File: src/rtl/bcd_scan_decoder_pkg.sv
// Shared constants, types and helpers for the multiplexed BCD display decoder.
package bcd_scan_pkg;

  localparam int BCD_W   = 4;
  localparam int DEC_W   = 10;
  localparam int BCD_MAX = 9;

  typedef logic [BCD_W-1:0] bcd_t;
  typedef logic [DEC_W-1:0] dec_t;

  // Counter width for a modulus n; never narrower than one bit.
  function automatic int cnt_w(input int n);
    int w;
    w = $clog2(n);
    return (w < 1) ? 1 : w;
  endfunction

endpackage

File: src/rtl/bcd_scan_decoder_if.sv
// Bus between the datapath and the scanned BCD display decoder.
// load is a single-cycle strobe with no back-pressure: the decoder accepts
// bcd_in on every cycle load is high (outside reset) and never stalls the source.
interface bcd_scan_decoder_if #(
  parameter int DIGITS = 4
);
  import bcd_scan_pkg::*;

  logic [BCD_W*DIGITS-1:0] bcd_in;
  logic                    load;
  logic [DIGITS-1:0]       dig_sel;
  dec_t                    dec_out;
  logic                    err;
  logic                    frame_start;
  logic                    pending_dbg;

  modport master (
    output bcd_in, load,
    input  dig_sel, dec_out, err, frame_start, pending_dbg
  );

  modport slave (
    input  bcd_in, load,
    output dig_sel, dec_out, err, frame_start, pending_dbg
  );

endinterface

File: src/rtl/bcd_scan_decoder_dec1.sv
// Single-digit BCD to one-hot decimal decoder; codes 10-15 decode to zero
// and raise the invalid flag.
module bcd_dec1
  import bcd_scan_pkg::*;
(
  input  bcd_t digit_i,
  output dec_t dec_o,
  output logic invalid_o
);

  // Pure lookup: one-hot for 0-9, all zeros plus flag otherwise.
  always_comb begin
    dec_o     = '0;
    invalid_o = 1'b0;
    if (int'(digit_i) <= BCD_MAX) begin
      dec_o[digit_i] = 1'b1;
    end else begin
      invalid_o = 1'b1;
    end
  end

endmodule

File: src/rtl/bcd_scan_decoder.sv
// Time-multiplexed multi-digit BCD display decoder with tear-free double
// buffering, invalid-code flagging and a frame-start marker.
// Optional build macro: BCD_BLANK_EN enables leading-zero blanking.
module bcd_scan_decoder
  import bcd_scan_pkg::*;
#(
  parameter int DIGITS   = 4,
  parameter int SCAN_DIV = 4
) (
  input  logic                clk,
  input  logic                rst,
  bcd_scan_decoder_if.slave   bus
);

  localparam int CNT_W  = cnt_w(SCAN_DIV);
  localparam int IDX_W  = cnt_w(DIGITS);
  localparam int DATA_W = BCD_W * DIGITS;

  logic [CNT_W-1:0]  div_cnt_q, div_cnt_d;
  logic [IDX_W-1:0]  idx_q, idx_d;
  logic [DATA_W-1:0] shadow_q, shadow_d;
  logic [DATA_W-1:0] active_q, active_d;
  logic              pending_q, pending_d;
  logic [DIGITS-1:0] dig_sel_q, dig_sel_d;
  dec_t              dec_q, dec_d;
  logic              err_q, err_d;
  logic              fs_q, fs_d;

  logic              tick;
  logic              boundary;
  bcd_t              cur_digit;
  dec_t              raw_dec;
  logic              raw_inv;
  logic              blank;

  assign tick     = (div_cnt_q == CNT_W'(SCAN_DIV - 1));
  assign boundary = tick && (idx_q == IDX_W'(DIGITS - 1));

  // Prescaler and digit index advance; index wraps at the last digit.
  always_comb begin
    div_cnt_d = tick ? '0 : div_cnt_q + 1'b1;
    idx_d     = idx_q;
    if (tick) begin
      idx_d = (idx_q == IDX_W'(DIGITS - 1)) ? '0 : idx_q + 1'b1;
    end
  end

  // Double buffer: active only changes on a frame boundary; a load landing
  // on the boundary bypasses the shadow so it is shown immediately.
  always_comb begin
    shadow_d  = bus.load ? bus.bcd_in : shadow_q;
    active_d  = active_q;
    pending_d = pending_q;
    if (boundary) begin
      if (bus.load) begin
        active_d = bus.bcd_in;
      end else if (pending_q) begin
        active_d = shadow_q;
      end
      pending_d = 1'b0;
    end else if (bus.load) begin
      pending_d = 1'b1;
    end
  end

  // Select the digit that becomes visible after this tick, from the
  // post-transfer active value.
  always_comb begin
    cur_digit = '0;
    for (int k = 0; k < DIGITS; k++) begin
      if (idx_d == IDX_W'(k)) begin
        cur_digit = active_d[k*BCD_W +: BCD_W];
      end
    end
  end

  bcd_dec1 u_dec1 (
    .digit_i   (cur_digit),
    .dec_o     (raw_dec),
    .invalid_o (raw_inv)
  );

`ifdef BCD_BLANK_EN
  // Leading-zero blanking: digit k>0 is blank when it and every digit above
  // it are zero. Digit 0 is never blanked.
  always_comb begin
    logic run;
    run   = 1'b1;
    blank = 1'b0;
    for (int k = DIGITS - 1; k >= 1; k--) begin
      run = run & (active_d[k*BCD_W +: BCD_W] == '0);
      if (idx_d == IDX_W'(k)) begin
        blank = run;
      end
    end
  end
`else
  assign blank = 1'b0;
`endif

  // Output next-state: update on tick, hold otherwise; frame_start is a pulse.
  always_comb begin
    dig_sel_d = dig_sel_q;
    dec_d     = dec_q;
    err_d     = err_q;
    fs_d      = 1'b0;
    if (tick) begin
      for (int k = 0; k < DIGITS; k++) begin
        dig_sel_d[k] = (idx_d == IDX_W'(k));
      end
      dec_d = blank ? '0 : raw_dec;
      err_d = blank ? 1'b0 : raw_inv;
      fs_d  = (idx_d == '0);
    end
  end

  // State and output registers with synchronous reset.
  always_ff @(posedge clk) begin
    if (rst) begin
      div_cnt_q <= '0;
      idx_q     <= IDX_W'(DIGITS - 1);
      shadow_q  <= '0;
      active_q  <= '0;
      pending_q <= 1'b0;
      dig_sel_q <= '0;
      dec_q     <= '0;
      err_q     <= 1'b0;
      fs_q      <= 1'b0;
    end else begin
      div_cnt_q <= div_cnt_d;
      idx_q     <= idx_d;
      shadow_q  <= shadow_d;
      active_q  <= active_d;
      pending_q <= pending_d;
      dig_sel_q <= dig_sel_d;
      dec_q     <= dec_d;
      err_q     <= err_d;
      fs_q      <= fs_d;
    end
  end

  assign bus.dig_sel     = dig_sel_q;
  assign bus.dec_out     = dec_q;
  assign bus.err         = err_q;
  assign bus.frame_start = fs_q;
  assign bus.pending_dbg = pending_q;

endmodule
File: src/flat_wrapper.sv
// flat-port wrapper written by rule: the top's interface ports become plain ports
module bcd_scan_decoder_flat import bcd_scan_pkg::*;
#(
  parameter int DIGITS   = 4,
  parameter int SCAN_DIV = 4
)
  (clk, rst, bus_bcd_in, bus_load, bus_dig_sel, bus_dec_out, bus_err, bus_frame_start, bus_pending_dbg);
  bcd_scan_decoder_if #(.DIGITS(DIGITS)) bus_i ();
  input  logic clk;
  input  logic rst;
  input wire logic [$bits(bus_i.bcd_in)-1:0] bus_bcd_in;
  input wire logic [$bits(bus_i.load)-1:0] bus_load;
  output wire logic [$bits(bus_i.dig_sel)-1:0] bus_dig_sel;
  output wire logic [$bits(bus_i.dec_out)-1:0] bus_dec_out;
  output wire logic [$bits(bus_i.err)-1:0] bus_err;
  output wire logic [$bits(bus_i.frame_start)-1:0] bus_frame_start;
  output wire logic [$bits(bus_i.pending_dbg)-1:0] bus_pending_dbg;
  assign bus_i.bcd_in = bus_bcd_in;
  assign bus_i.load = bus_load;
  assign bus_dig_sel = bus_i.dig_sel;
  assign bus_dec_out = bus_i.dec_out;
  assign bus_err = bus_i.err;
  assign bus_frame_start = bus_i.frame_start;
  assign bus_pending_dbg = bus_i.pending_dbg;
  bcd_scan_decoder #(.DIGITS(DIGITS), .SCAN_DIV(SCAN_DIV)) u_core (.clk(clk), .rst(rst), .bus(bus_i));
endmodule
File: config.mk
export PLATFORM = sky130hd
export DESIGN_NAME = bcd_scan_decoder_flat
export DESIGN_NICKNAME = d
export VERILOG_FILES = /design/src/rtl/bcd_scan_decoder_pkg.sv /design/src/rtl/bcd_scan_decoder_if.sv /design/src/rtl/bcd_scan_decoder_dec1.sv /design/src/rtl/bcd_scan_decoder.sv /design/src/flat_wrapper.sv
export SDC_FILE = /design/constraint.sdc
export NUM_CORES = 1
export LEC_CHECK = 0
export CORE_MARGIN = 2
export CORE_UTILIZATION = 48
export CTS_CLUSTER_DIAMETER = 150
export DETAILED_ROUTE_END_ITERATION = 12
export GPL_ROUTABILITY_DRIVEN = 0
export PLACE_DENSITY = 0.71
export SYNTH_ARGS = -nofsm -noshare
export SYNTH_HDL_FRONTEND = slang
export SYNTH_SLANG_ARGS = --single-unit
File: constraint.sdc
create_clock -name clk -period 2.1 [get_ports clk]
set_clock_uncertainty 0.05 [all_clocks]
set_input_delay 0.42 -clock clk [delete_from_list [all_inputs] [get_ports clk]]
set_output_delay 0.42 -clock clk [all_outputs]
set_load 0.02 [all_outputs]
==> flow_metrics.env <==
export IMPL_min_path_type="reg -> reg"
export IMPL_ctsRootBufferMaster="clkbuf_8"
export IMPL_initial_core_util_pct=50.57
export IMPL_die_area_sq_um=5661
export IMPL_ys_ff_latch=53
export IMPL_grt_pass1_wl_um=9487
export IMPL_p_leak_nw=1.386
export IMPL_drt_iter0_markers=97
export IMPL_worstPathCellList="ha_4, mux2_4, a211oi_4, nor3b_4, o311a_1, inv_2, o31ai_2"
export IMPL_p_total_w=0.002180
export IMPL_grt_ovfl_total=0
export IMPL_cts_tree="yes"
export IMPL_grt_start_max_net_pins=29
export IMPL_synthesis_area_sq_um=2436
export IMPL_yosysSeqAreaShare_pct=43.55
export IMPL_crit_path_top_delay_cell="dfxtp_2"
export IMPL_area_growth_pct=39.60
export IMPL_fin_util_pct=70.60
export IMPL_peakVddDrop_mv=0.3423
export IMPL_clockBufferDepth=2
export IMPL_core_area_sq_um=4817
export IMPL_syn_avg_cell_area_sq_um=9.516
export IMPL_synth_edff_count=0
export IMPL_grt_pass1_vias=2049
export IMPL_hold_viol_final=0
export IMPL_critical_path_top_delay_family="compound AO/OA/AOI/OAI gates"
export IMPL_viasPerCell=5.318
export IMPL_row_count=25
export IMPL_htree_num_levels=2
export IMPL_ant_nets=0
export IMPL_route_vias_total=2138
export IMPL_start_kind="register"
export IMPL_drv_cap=0
export IMPL_n_antenna_cell=0
export IMPL_mostFrequentLayoutCells="buf_4, dfxtp_1, clkdlybuf4s50_1"
export IMPL_cts_hold_buf=0
export IMPL_cts_buffers=5
export IMPL_maxSlewHeadroom_pct=78.68
export IMPL_finalNetCount=355
export IMPL_crit_end="u_core.bus.dec_out[8]"
export IMPL_die_w_um=75.24
export IMPL_drt_total_wl_um=5803
export IMPL_final_setup_worst_slack_ns=-0.01180
export IMPL_antenna_found_initial=0
export IMPL_insertion_delay_ns=0.30
export IMPL_synth_fp_nets=277
export IMPL_yosys_warnings=0
export IMPL_post_route_drc_count=0
export IMPL_crit_path_max_incr_delay_ns=0.35
export IMPL_crit_fanout=4
export IMPL_final_common_cell="buf_4"
export IMPL_violations="negative setup slack"
export IMPL_min_period_ns=2.112
export IMPL_finalSetupViolCount=1
export IMPL_slew_viol_final=0
export IMPL_finalCritPeriodShare_pct=100.6
export IMPL_final_cell_area_sq_um=3401
export IMPL_drive_gt1_share_pct=33.13
export IMPL_placed_cell_area_sq_um=3120
export IMPL_synth_distinct_cells=54
export IMPL_async_reset_ff_share_pct=0
export IMPL_r2r_worst_path_cells=7
export IMPL_reg2reg_to="u_core.bus.dec_out[8]"
export IMPL_power_density_nw_per_um2=641.0
export IMPL_clk_pin_slew_ns=0.09
export IMPL_crit_path_start="u_core.idx_q[1]"
export IMPL_io_pin_count=36
export IMPL_cts_num_sinks=53
export IMPL_grt_use_total_pct=22.23
export IMPL_rrSetupSlack_ns=-0.01
export IMPL_cp_depth=7
export IMPL_cp_arrival_ns=2.29
export IMPL_worstMarginPinSlew_ns=0.3136
export IMPL_dr_pass1_iters=4
export IMPL_outcome="finished with violations"
export IMPL_critPathKind="reg -> reg"
export IMPL_n_fill_cell=397
export IMPL_dp_hpwl_um=4268
export IMPL_grt_setup_unrepaired="yes"
export IMPL_ys_flop_type="dfxtp_1"
export IMPL_crit_buf_inv=1
export IMPL_wire_per_inst_um=14.44
export IMPL_port_buffer_count=35
export IMPL_synthCells=256
export IMPL_die_h_um=75.24
export IMPL_r2r_start="u_core.idx_q[1]"
export IMPL_worst_ep_required_time_ns=2.28
export IMPL_cp_end_kind="register"
export IMPL_max_clock_freq_mhz=473.5
## per-stage QoR
stage	std cells	worst slack, ns	hold WS (ns)	setup TNS (ns)
after floorplan	256	0.02962	0.3543	0
after global placement	390	-0.5807	0.3694	-6.010
after detailed placement	390	-0.6597	0.3735	-6.814
after CTS	399	0.001874	0.3981	0
after global routing	402	-0.09139	0.4016	-0.6749
final	402	-0.01180	0.3839	-0.01180
## power by group
group	internal, W	switching, W
Clock	0.000232	0.000323
Sequential	0.00105	0.0000262
Combinational	0.000286	0.000264
## kinds of logic after synthesis
| group | after synthesis | share of synthesized area, % |
|---|---|---|
| mux | 23 | 9.964 |
| compound gates | 56 | 17.26 |
| buf+inv | 24 | 6.060 |
| flops | 53 | 43.55 |
| simple gates | 98 | 22.14 |
| fa+ha+maj | 2 | 1.027 |
## synth_stat cells (6+ instances only)
library cell / n / area share, %
dfxtp_1: 53 / 44
nor3_1: 6 / 1.2
buf_6: 6 / 2.8
clkbuf_1: 6 / 0.92
mux2i_1: 16 / 6.6
and2_1: 7 / 1.8
nand2b_1: 7 / 1.8
nand2_1: 14 / 2.2
o21ai_1: 7 / 1.4
nor2_1: 31 / 4.8
a21oi_1: 10 / 2.1
o21ai_0: 7 / 1.4
## final cells by class
| cell class | instances | area [sq um] | area share, % |
|---|---|---|---|
| well taps | 67 | 83.83 | 2.465 |
| repair buffers | 89 | 772.0 | 22.70 |
| flip-flops and latches | 53 | 1067 | 31.38 |
| clock inverters | 2 | 10.01 | 0.2943 |
| inverters | 6 | 22.52 | 0.6623 |
| multi-input cells | 179 | 1373 | 40.36 |
| clock buffers | 6 | 72.57 | 2.134 |
## routing by layer
layer	vias up	global-route usage (%)	wire [um]
li1	1075	-	-
met1	1002	28.32	2569
met2	50	37.43	2875
met3	11	3.347	245
met4	0	9.747	112
met5	-	0	0
## timing repair
| item | 4_1_cts | 5_1_grt |
|---|---|---|
| endpoints found under the setup margin | 11 | 12 |
| pin swaps | 5 | 14 |
| resized for setup | 25 | 23 |
| buffers inserted | 1 | 3 |
| gates cloned | 0 | 0 |
## sequential cells by signal, indices dropped and copies added (netlist names)
| register | cells |
|---|---|
| u_core.active_q | 16 |
| u_core.shadow_q | 16 |
| u_core.bus.dec_out | 10 |
| u_core.bus.err | 1 |
| u_core.bus.dig_sel | 4 |
| u_core.div_cnt_q | 2 |
| u_core.bus.pending_dbg | 1 |
| u_core.bus.frame_start | 1 |
| u_core.idx_q | 2 |
## worst min-delay path by stage
stage | cells past startpoint | from | end | slack, ns
floorplan | 1 | u_core.div_cnt_q[0] | u_core.div_cnt_q[0] | 0.35
global placement | 1 | u_core.div_cnt_q[0] | u_core.div_cnt_q[0] | 0.37
detailed placement | 1 | u_core.div_cnt_q[0] | u_core.div_cnt_q[0] | 0.37
CTS | 1 | u_core.div_cnt_q[0] | u_core.div_cnt_q[0] | 0.40
global route | 1 | u_core.div_cnt_q[0] | u_core.div_cnt_q[0] | 0.40
finish | 1 | u_core.div_cnt_q[0] | u_core.div_cnt_q[0] | 0.38
No activity file was read; power rests on OpenSTA's default activity.
